**src/rtl/seg_scan_ctrl.sv**
```systemverilog
// Scan controller for a multiplexed 7-segment display: per-digit hex registers,
// a BLANK/SHOW slot sequencer with anti-ghosting gap, and registered active-low drives.
module seg_scan_ctrl #(
    parameter int N_DIGITS       = 4,
    parameter int REFRESH_CYCLES = 10000,
    parameter int BLANK_CYCLES   = 100,
    localparam int IDX_W         = $clog2(N_DIGITS)
) (
    input  logic                clk,
    input  logic                rst_n,
    input  logic                wr_en,
    input  logic [IDX_W-1:0]    wr_addr,
    input  logic [3:0]          wr_data,
    input  logic [N_DIGITS-1:0] digit_en,
    output logic [6:0]          seg,
    output logic [N_DIGITS-1:0] an,
    output logic [IDX_W-1:0]    scan_idx,
    output logic                frame_tick
);

    localparam int MAX_CYC = (REFRESH_CYCLES > BLANK_CYCLES) ? REFRESH_CYCLES : BLANK_CYCLES;
    localparam int CNT_W   = $clog2(MAX_CYC + 1);

    typedef enum logic {BLANK, SHOW} state_t;

    state_t              state, state_nx;
    logic [CNT_W-1:0]    cnt, cnt_nx;
    logic [IDX_W-1:0]    idx_nx;
    logic                tick_nx;
    logic [6:0]          seg_nx;
    logic [N_DIGITS-1:0] an_nx;
    logic [3:0]          digits [N_DIGITS];

    function automatic logic [6:0] decode(input logic [3:0] v);
        case (v)
            4'h0: decode = 7'h40;
            4'h1: decode = 7'h79;
            4'h2: decode = 7'h24;
            4'h3: decode = 7'h30;
            4'h4: decode = 7'h19;
            4'h5: decode = 7'h12;
            4'h6: decode = 7'h02;
            4'h7: decode = 7'h78;
            4'h8: decode = 7'h00;
            4'h9: decode = 7'h10;
            4'hA: decode = 7'h08;
            4'hB: decode = 7'h03;
            4'hC: decode = 7'h46;
            4'hD: decode = 7'h21;
            4'hE: decode = 7'h06;
            default: decode = 7'h0E;
        endcase
    endfunction

    // Writes are independent of the scan; out-of-range addresses are dropped.
    always_ff @(posedge clk or negedge rst_n) begin
        if (!rst_n) begin
            for (int i = 0; i < N_DIGITS; i++) digits[i] <= '0;
        end else if (wr_en && (32'(wr_addr) < N_DIGITS)) begin
            digits[wr_addr] <= wr_data;
        end
    end

    always_ff @(posedge clk or negedge rst_n) begin
        if (!rst_n) begin
            state      <= BLANK;
            cnt        <= '0;
            scan_idx   <= '0;
            frame_tick <= 1'b0;
            seg        <= 7'h7F;
            an         <= '1;
        end else begin
            state      <= state_nx;
            cnt        <= cnt_nx;
            scan_idx   <= idx_nx;
            frame_tick <= tick_nx;
            seg        <= seg_nx;
            an         <= an_nx;
        end
    end

    // seg/an are computed from the current state so they land one edge behind it.
    always_comb begin
        state_nx = state;
        cnt_nx   = cnt + 1'b1;
        idx_nx   = scan_idx;
        tick_nx  = 1'b0;
        seg_nx   = 7'h7F;
        an_nx    = '1;
        case (state)
            BLANK: begin
                if (cnt == CNT_W'(BLANK_CYCLES - 1)) begin
                    state_nx = SHOW;
                    cnt_nx   = '0;
                end
            end
            SHOW: begin
                if (digit_en[scan_idx]) begin
                    an_nx  = ~(N_DIGITS'(1) << scan_idx);
                    seg_nx = decode(digits[scan_idx]);
                end
                if (cnt == CNT_W'(REFRESH_CYCLES - 1)) begin
                    state_nx = BLANK;
                    cnt_nx   = '0;
                    if (scan_idx == IDX_W'(N_DIGITS - 1)) begin
                        idx_nx  = '0;
                        tick_nx = 1'b1;
                    end else begin
                        idx_nx = scan_idx + 1'b1;
                    end
                end
            end
            default: ;
        endcase
    end

endmodule

```
**config.mk**
```make
export PLATFORM = sky130hd
export DESIGN_NAME = seg_scan_ctrl
export DESIGN_NICKNAME = d
export VERILOG_FILES = /design/src/rtl/seg_scan_ctrl.sv
export SDC_FILE = /design/constraint.sdc
export NUM_CORES = 1
export LEC_CHECK = 0
export ABC_AREA = 1
export CAP_MARGIN = 40
export CORE_ASPECT_RATIO = 0.7
export CORE_UTILIZATION = 47
export DETAILED_ROUTE_END_ITERATION = 8
export GPL_TIMING_DRIVEN = 0
export PLACE_DENSITY_LB_ADDON = 0.12
export SLEW_MARGIN = 20
export SYNTH_ARGS = -nofsm -noshare
export SYNTH_HDL_FRONTEND = slang
export SYNTH_SLANG_ARGS = --single-unit
```
**constraint.sdc**
```tcl
create_clock -name clk -period 1.6 [get_ports clk]
set_input_delay 0.16 -clock clk [delete_from_list [all_inputs] [get_ports clk]]
set_output_delay 0.16 -clock clk [all_outputs]
set_load 0.005 [all_outputs]
```
After elaboration in Yosys (flattened, before gate mapping)
Memory sizes are Yosys's and may differ from the RTL's.
Cells that the tools add are included.
W data, S select, Z words.
- latch bits: 0
- bits in writable memories: 0
- register bits: 45
- memories kept: 1
- ROM bits: 112
- logic and storage cells: 49
- memories (memory ; depth ; width ; rd ports ; clocked after memory_dff ; wr ports ; RTL line ; text):
    (no name shown) ; 16 ; 7 ; 1 ; 0 ; 0 ; 35 ; case (v)
- mux-type cells: 22
- bitwise logic cells: 4
- $mul: 0
- divide/modulo/power cells: 0
- $lt $le $gt $ge: 4
- reduce and logical (&&, ||, !) cells: 2
- add/subtract/negate cells: 2
- eq/ne operators: 3
- shift-type cells: 1
- operator list (kind ; number):
    $mux W14 ; 2
    $pmux W14 S2 ; 1
    $mux W4 ; 5
    $bwmux W16 ; 1
    $add A14 B1 Y14 const B ; 1
    $eq A14 B14 Y1 const B ; 1
    $eq A14 B7 Y1 const B ; 1
    $mux W7 ; 2
    $bmux W4 S2 ; 1
    $demux W4 S2 ; 1
    $ge A3 B3 Y1 const B ; 2
    $mux W1 ; 6
    $not A2 Y3 ; 2
    $not A4 Y4 ; 1
    $shl A1 B2 Y4 const A ; 1
    $lt A2 B3 Y1 const B ; 1
    $lt A3 B1 Y1 const B ; 1
    $add A2 B1 Y2 const B ; 1
    $bmux W1 S2 ; 1
    $eq A2 B2 Y1 const B ; 1
    $mux W2 ; 1
    $pmux W1 S2 ; 1
    $reduce_and A2 Y1 ; 1
    $logic_and A1 B1 Y1 ; 1
    $not A1 Y1 ; 1

Depth between registers and ports, before layout
Gate-level depths: netlist of the first run.
An unclocked memory read counts as a cell.
- depth after elaboration: 7
- depth in mapped cells: 11
- depth with buffers taken out: 10

Worst setup path after synthesis of the first run
Ideal clock, no wire load.
- kind: register to register
- start: reg scan_idx[0]
- end: reg seg[0]
- path buffers: 1
- required time: 1514 ps
- data arrival time: 1455 ps
- clock period less this slack: 1540 ps
- cell stages (with the launch flop): 11
- setup slack: 60 ps
- path through: dfrtp_1 buf_4 nand2_1 nand3_1 nand2_1 inv_1 ha_1 nand3_1 nor2_1 nor2_1 nand3_1
- cells in the longest elaborated chain, start to end: 7
- elaborated cells on any way between the ends: 9
- those cells by class: mux: 7; bitwise: 1; memory: 1
- ends and longest elaborated chain (what ; RTL line ; text):
    start: declaration ; 17 ; output logic [IDX_W-1:0] scan_idx,
    start signal: assignment ; 75 ; scan_idx <= idx_nx;
    $not A2 Y3 (not written as such) ; 100 ; seg_nx = decode(digits[scan_idx]);
    $bmux W4 S2 ; 100 ;
    $mux W4 (not written as such) (2 in series) ; 100 ;
    $mem_v2 Z16 W7 ; - ;
    $mux W7 (*) ; 98 ; if (digit_en[scan_idx]) begin
    $mux W7 (*) ; 90 ; case (state)
    via seg_nx[0] ; 30 ; logic [6:0] seg_nx;
    end signal: assignment ; 77 ; seg <= seg_nx;
    end: declaration ; 15 ; output logic [6:0] seg,
Mark *: on every way through the listed nets, which the timed path passes. The rest lies on a longest branch. The select of a mux whose other input is x is not followed.
A chain may end at the register's enable or synchronous reset.

Final worst setup path of the first run
Ends and elaborated chain as after synthesis.

==> results.yml, run 1 <==
pwr:
  power-per-cell-area_nw_per_um2: 845
  vdd_drop_max_mv: 0.557
  leakage_nw: 1.40
  finalPower_mw: 2.59
  p_int_mw: 1.91
  swShare_pct: 26.4
  p_seq_share_pct: 47.9
  clkPwrFrac_pct: 34.4
  p_comb_share_pct: 17.8
  p_switching_uw: 684
status:
  violations: "negative setup slack"
  status: "finished, violations left"
setup_path:
  path_buf_inv: 2
  startpoint_type: "flip-flop"
  critPathMaxFanout: 7
  worstPathArrival_ns: 1.82
  slowest_stage: "dfrtp_2"
  endpoint_kind: "flip-flop"
  cp_top_family: "simple AND/OR/NAND/NOR gates"
  cp_cell_sequence: "buf_6, nand2_1, nand3_2, nand2_4, buf_4, ha_4, nand3b_1, nand3_1, nand3_2"
  r2r_start: "scan_idx[0]"
  worst-setup-path-type: "flip-flop to flip-flop"
  worst-path-stages: 9
  crit_start: "scan_idx[0]"
  slowest_delay_ns: 0.44
  endpoint: "seg[0]"
  r2r-end: "seg[0]"
  r2r_slack_ns: -0.003
  cp.required_ns: 1.82
  r2r_cells: 9
  worst_path_most_repeated_cell: "nand3_2"
drt:
  drtIter0Drc: 186
  dr.pass1.iters: 4
  vias: 1956
  viasPerCell: 4.95
  met2_length_mm: 2.36
  wl_mm: 5.33
  drtAntennaViolNets: 0
  wl_per_cell_microns: 13.5
  m1WireLength_mm: 2.57
  highest_layer: "met4"
  met3WireLength_microns: 319
  drc: 0
placement:
  dpl_cell_area_sq_um: 2680
  dp.cells: 375
  io_buffers: 26
  gp_congestion: 0.867
  dpl.hpwl_mm: 3.34
global_route:
  grt_overflow: 0
  grt_pass1_vias: 1688
  antenna_found_initial: 0
  grt_pass1_wl_mm: 8.29
  grt_max_degree: 29
  track_usage_pct: 21.1
yosys:
  synth_seq_cells: 45
  yosysUniqueCellTypes: 23
  yosys-top-cells-count: "nand2_1, dfrtp_1, nand3_1, nor2_1, inv_1"
  syn_area_per_cell_sq_um: 8.23
  yosys-top-cells-area: "dfrtp_1, nand2_1, dfstp_2"
  synth-edff-count: 0
  yosysWarningCount: 0
  yosysSeqAreaShare_pct: 49.1
  synth_top_area_share_pct: 36.7
  async_flop_share_pct: 100
  yosysTopAreaCell: "dfrtp_1"
  synthCells: 282
  yosys.cell_count.top_type: "nand2_1"
  syn-num-nets: 307
  synth_area_sq_um: 2320
  ys.flop_type: "dfrtp_1"
floorplanning:
  dieArea_sq_um: 5230
  die_width_microns: 86.0
  start_util_pct: 51.2
  ios: 27
  core_area_sq_um: 4530
  die_h_microns: 60.8
  rows: 20
cells_and_area:
  fin_area_sq_um: 3070
  drive_gt1_share_pct: 20.7
  antennaDiodeCount: 0
  postLayoutCoreUtil_pct: 67.7
  final_cells: 395
  area_delta_synth_final_pct: 32.1
  nets: 353
sta:
  rsz0062_at_grt: "true"
  finalSetupViolCount: 1
  finalCritPeriodShare_pct: 100
  slew_viol_final: 0
  tightest_slew_ns: 0.421
  fmax_mhz: 624
  hold_violations: 0
  setup_ws_ns: -0.00282
  fin_skew_ns: 0.00978
  period_needed_ns: 1.60
  slew_headroom_pct: 71.9
cts:
  htreeDepth: 2
  numCtsBuffers: 5
  cts_tree: "yes"
  clkTransAtPathRegs_ns: 0.09
  clock_sinks: 45
  cts-root-buf: "clkbuf_8"
  clkLatencyLatePin_ns: 0.30
  cts_max_path_buffers: 2
run:
  maxCapViolations: 0
hold_path:
  hp-class: "input port to asynchronous set/reset pin"
sequential cells by signal, summed over array words and instances, names as in the netlist:
| name | flops |
|---|---|
| cnt | 14 |
| digits | 16 |
| an | 4 |
| state | 1 |
| scan_idx | 2 |
| seg | 7 |
| frame_tick | 1 |
layout make-up:
cell class              count  area (sq um)
fillers                   365          1460
multi-input cells         206          1210
flip-flops and latches     45          1140
repair buffers             40           383
inverters                  29           124
clock buffers               7          86.3
well taps                  66          82.6
clock inverters             1          30.0
plain buffers               1          11.3
kinds of logic after synthesis:
group / synth area share (%)
compound gates: 5.50
xor+xnor: 3.77
fa+ha+maj: 6.47
buf+inv: 5.50
flops: 49.1
simple gates: 29.6
repair_timing:
| item | 4_1_cts | 5_1_grt |
|---|---|---|
| resized for setup | 12 | 33 |
| endpoints found under the setup margin | 8 | 9 |
| pin swaps | 3 | 12 |
| setup buffers | 9 | 3 |
| hold buffers | 1 | 0 |
| endpoints found under the hold margin | 9 | 0 |
per-stage QoR:
stage,TNS (ns),hold slack (ns),worst slack (ns)
2_1_floorplan,0,-0.136,0.0597
3_3_place_gp,-34.83,0.467,-0.859
3_5_place_dp,-1.37,0.123,-0.273
4_1_cts,-0.0148,0.332,-0.00656
5_1_grt,-0.316,0.372,-0.0675
6_report,-0.00282,0.321,-0.00282
worst min path at each step:
stage | depth (start not counted) | to | slack [ns] | from
6_report | 2 | cnt[3] | 0.32 | rst_n
5_1_grt | 2 | cnt[4] | 0.37 | rst_n
4_1_cts | 2 | cnt[3] | 0.33 | rst_n
3_5_place_dp | 1 | cnt[3] | 0.12 | rst_n
3_3_place_gp | 2 | digits[12] | 0.47 | digits[12]
2_1_floorplan | 0 | cnt[0] | -0.14 | rst_n
placed cells by master (no fill, tap or decap), drive strengths merged:
| master | netlist | layout |
|---|---|---|
| nand2 | 84 | 84 |
| nand3 | 35 | 35 |
| dfrtp | 34 | 34 |
| nor2 | 33 | 33 |
| inv | 29 | 29 |
| clkdlybuf4s50 | 0 | 25 |
| o21ai | 19 | 19 |
| buf | 2 | 15 |
| ha | 12 | 12 |
| dfstp | 11 | 11 |
| xor2 | 9 | 9 |
| clkbuf | 0 | 7 |
| nand4 | 5 | 5 |
| nand3b | 2 | 2 |
| a21oi | 2 | 2 |
| nor3 | 1 | 1 |
| o21bai | 1 | 1 |
| xnor2 | 1 | 1 |
| a21o | 1 | 1 |
| o211ai | 1 | 1 |
| bufinv | 0 | 1 |
| dlygate4sd3 | 0 | 1 |
power by group through the flow:
stage          logic (mW)  registers (mW)  clock network (mW)
6_report            0.460            1.24               0.891
5_1_grt             0.513            1.25               0.950
4_1_cts             0.350            1.24               0.904
3_5_place_dp        0.310            1.26                   0
3_3_place_gp        0.300            1.26                   0
2_1_floorplan       0.205            1.25                   0
metal layers:
layer,global-route usage [%],up-vias
li1,-,995
met1,32.0,884
met2,30.6,67
met3,4.49,10
met4,5.71,0
met5,0,-
No activity file was read; power rests on OpenSTA's default activity.
==> inputs of run 2 (changes only) <==
--- a/config.mk
+++ b/config.mk
@@ -10,9 +10,10 @@
 export CORE_ASPECT_RATIO = 0.7
 export CORE_UTILIZATION = 47
 export DETAILED_ROUTE_END_ITERATION = 8
-export GPL_TIMING_DRIVEN = 0
+export GPL_TIMING_DRIVEN = 1
 export PLACE_DENSITY_LB_ADDON = 0.12
 export SLEW_MARGIN = 20
 export SYNTH_ARGS = -nofsm -noshare
 export SYNTH_HDL_FRONTEND = slang
 export SYNTH_SLANG_ARGS = --single-unit
+export TNS_END_PERCENT = 1
==> run 2 against run 1 <==
Net effect: largest power group unchanged; cell count unchanged; register-to-register slack better by 0.08 ns; critical path depth decreased by 7; power shrank 14%; critical endpoint is now scan_idx[0]; sequential share of layout area increased by 2.8 points; combinational power fell by 28%; via count down 1.4%; flip-flop and latch count unchanged; the run now ends clean.
==> results.yml, run 2 (synthesized netlist as in run 1, its figures left out) <==
global_route:
  antenna_found_initial: 0
  track_usage_pct: 20.8
  grt_pass1_wl_mm: 8.17
  grt_pass1_vias: 1697
  grt_max_degree: 46
  grt_overflow: 0
pwr:
  p_seq_share_pct: 56.1
  leakage_nw: 1.36
  power-per-cell-area_nw_per_um2: 778
  p_comb_share_pct: 15.0
  p_int_mw: 1.63
  clkPwrFrac_pct: 28.9
  p_switching_uw: 590
  vdd_drop_max_mv: 0.574
  swShare_pct: 26.6
setup_path:
  endpoint_kind: "output port"
  startpoint_type: "flip-flop"
  worst-setup-path-type: "flip-flop to output port"
  r2r_cells: 9
  r2r-end: "seg[5]"
  cp.required_ns: 1.44
  r2r_start: "scan_idx[0]"
  worstPathArrival_ns: 1.39
  critPathMaxFanout: 7
  r2r_slack_ns: 0.08
cells_and_area:
  largest_register_ffs: 16
  drive_gt1_share_pct: 14.0
  top_regs: "digits: 16 flops, cnt: 14 flops, seg: 7 flops"
  regMostFlops: "digits"
  nFillCells: 415
  nets: 354
  antennaDiodeCount: 0
  layout_common_cells: "nand2_1, nand3_1, nor2_1, dfrtp_1"
  postLayoutCoreUtil_pct: 63.0
  final_common_cell: "nand2_1"
  area_delta_synth_final_pct: 22.9
sta:
  finalSetupViolCount: 0
  slew_viol_final: 0
  tightest_slew_ns: 0.545
  whs_ns: 0.458
  finalCritPeriodShare_pct: 97.0
  fmax_mhz: 644
  hold_violations: 0
  fin_skew_ns: 0.00459
  slew_headroom_pct: 63.7
  setup-tns-final_ns: 0
  rsz0062_at_grt: "true"
  period_needed_ns: 1.55
  setup_ws_ns: 0.0484
cts:
  htreeDepth: 2
  numCtsBuffers: 5
  clkLatencyLatePin_ns: 0.29
  cts_tree: "yes"
  cts-root-buf: "clkbuf_8"
  cts_max_path_buffers: 2
  clkTransAtPathRegs_ns: 0.07
  clock_sinks: 45
drt:
  vias: 1929
  dr.pass1.iters: 5
  drc: 0
  drtIter0Drc: 212
  wl_mm: 4.77
  viasPerCell: 4.88
  drtAntennaViolNets: 0
  wl_per_cell_microns: 12.1
placement:
  dpl.hpwl_mm: 3.58
  gp_congestion: 0.938
  io_buffers: 26
  dp_slack_ns: -0.0853
floorplanning:
  core_area_sq_um: 4530
  ios: 27
  rows: 20
  die_width_microns: 86.0
  start_util_pct: 51.2
  die_h_microns: 60.8
  dieArea_sq_um: 5230
status:
  status: "complete, no violations"
hold_path:
  hp-class: "input port to asynchronous set/reset pin"
run:
  maxCapViolations: 0
==> run 2: changes by cell type in the layout (fill, tap and decap cells not counted), moves of 4 or more <==
cell,delta
ha_1,+4
nand2_2,-4
nand3_1,+8
nand2_1,+6
buf_4,+5
ha_4,-5
nand3_2,-6
==> run 2: how the worst max path moves through the flow <==
stage / from / slack (ns) / end
floorplan: scan_idx[0] / 0.06 / seg[0]
global placement: scan_idx[0] / 0.04 / seg[6]
detailed placement: scan_idx[0] / -0.09 / seg[6]
CTS: scan_idx[0] / 0.02 / scan_idx[0]
global route: scan_idx[0] / -0.05 / seg[0]
finish: scan_idx[0] / 0.05 / scan_idx[0]
==> run 2: cell type report <==
type                            instances  area (sq um)  area share, %
Sequential cell                        45          1140           40.1
Inverter                               29           111           3.91
Clock inverter                          1          3.75          0.132
Multi-Input combinational cell        206          1060           37.2
Clock buffer                            6          72.6           2.54
Timing Repair Buffer                   42           378           13.3
Tap cell                               66          82.6           2.90
==> run 2: power groups by stage <==
stage | clock (mW) | sequential (mW) | combinational (mW)
2_1_floorplan | 0 | 1.25 | 0.205
3_3_place_gp | 0 | 1.26 | 0.307
3_5_place_dp | 0 | 1.26 | 0.313
4_1_cts | 0.679 | 1.24 | 0.319
5_1_grt | 0.725 | 1.25 | 0.378
6_report | 0.641 | 1.25 | 0.332
==> run 2: metal layers <==
layer  vias up  routed length, microns  track usage [%]
li1       1000                       -                -
met1       878                    2680             32.7
met2        46                    1820             27.3
met3         5                     225             5.31
met4         0                      47             7.14
met5         -                       0                0
==> run 2: what timing repair did <==
item                       CTS  global route
buffers inserted             0             4
resized for setup            4             3
hold buffers                 1             0
setup endpoints to repair    6             7
pin swaps                    0             2
hold endpoints to repair    34             0
==> run 2: worst max-delay path: stages, from the launching register on <==
cell and delay (ns):
dfrtp_2 0.44, buf_4 0.16, clkdlybuf4s50_1 0.50
==> run 2: through the flow <==
step	std cells	area (sq um)	total power [mW]
6_report	395	2850	2.22
5_1_grt	395	2850	2.36
4_1_cts	391	2810	2.24
3_5_place_dp	383	2720	1.58
3_3_place_gp	383	2720	1.57
2_1_floorplan	282	2320	1.45
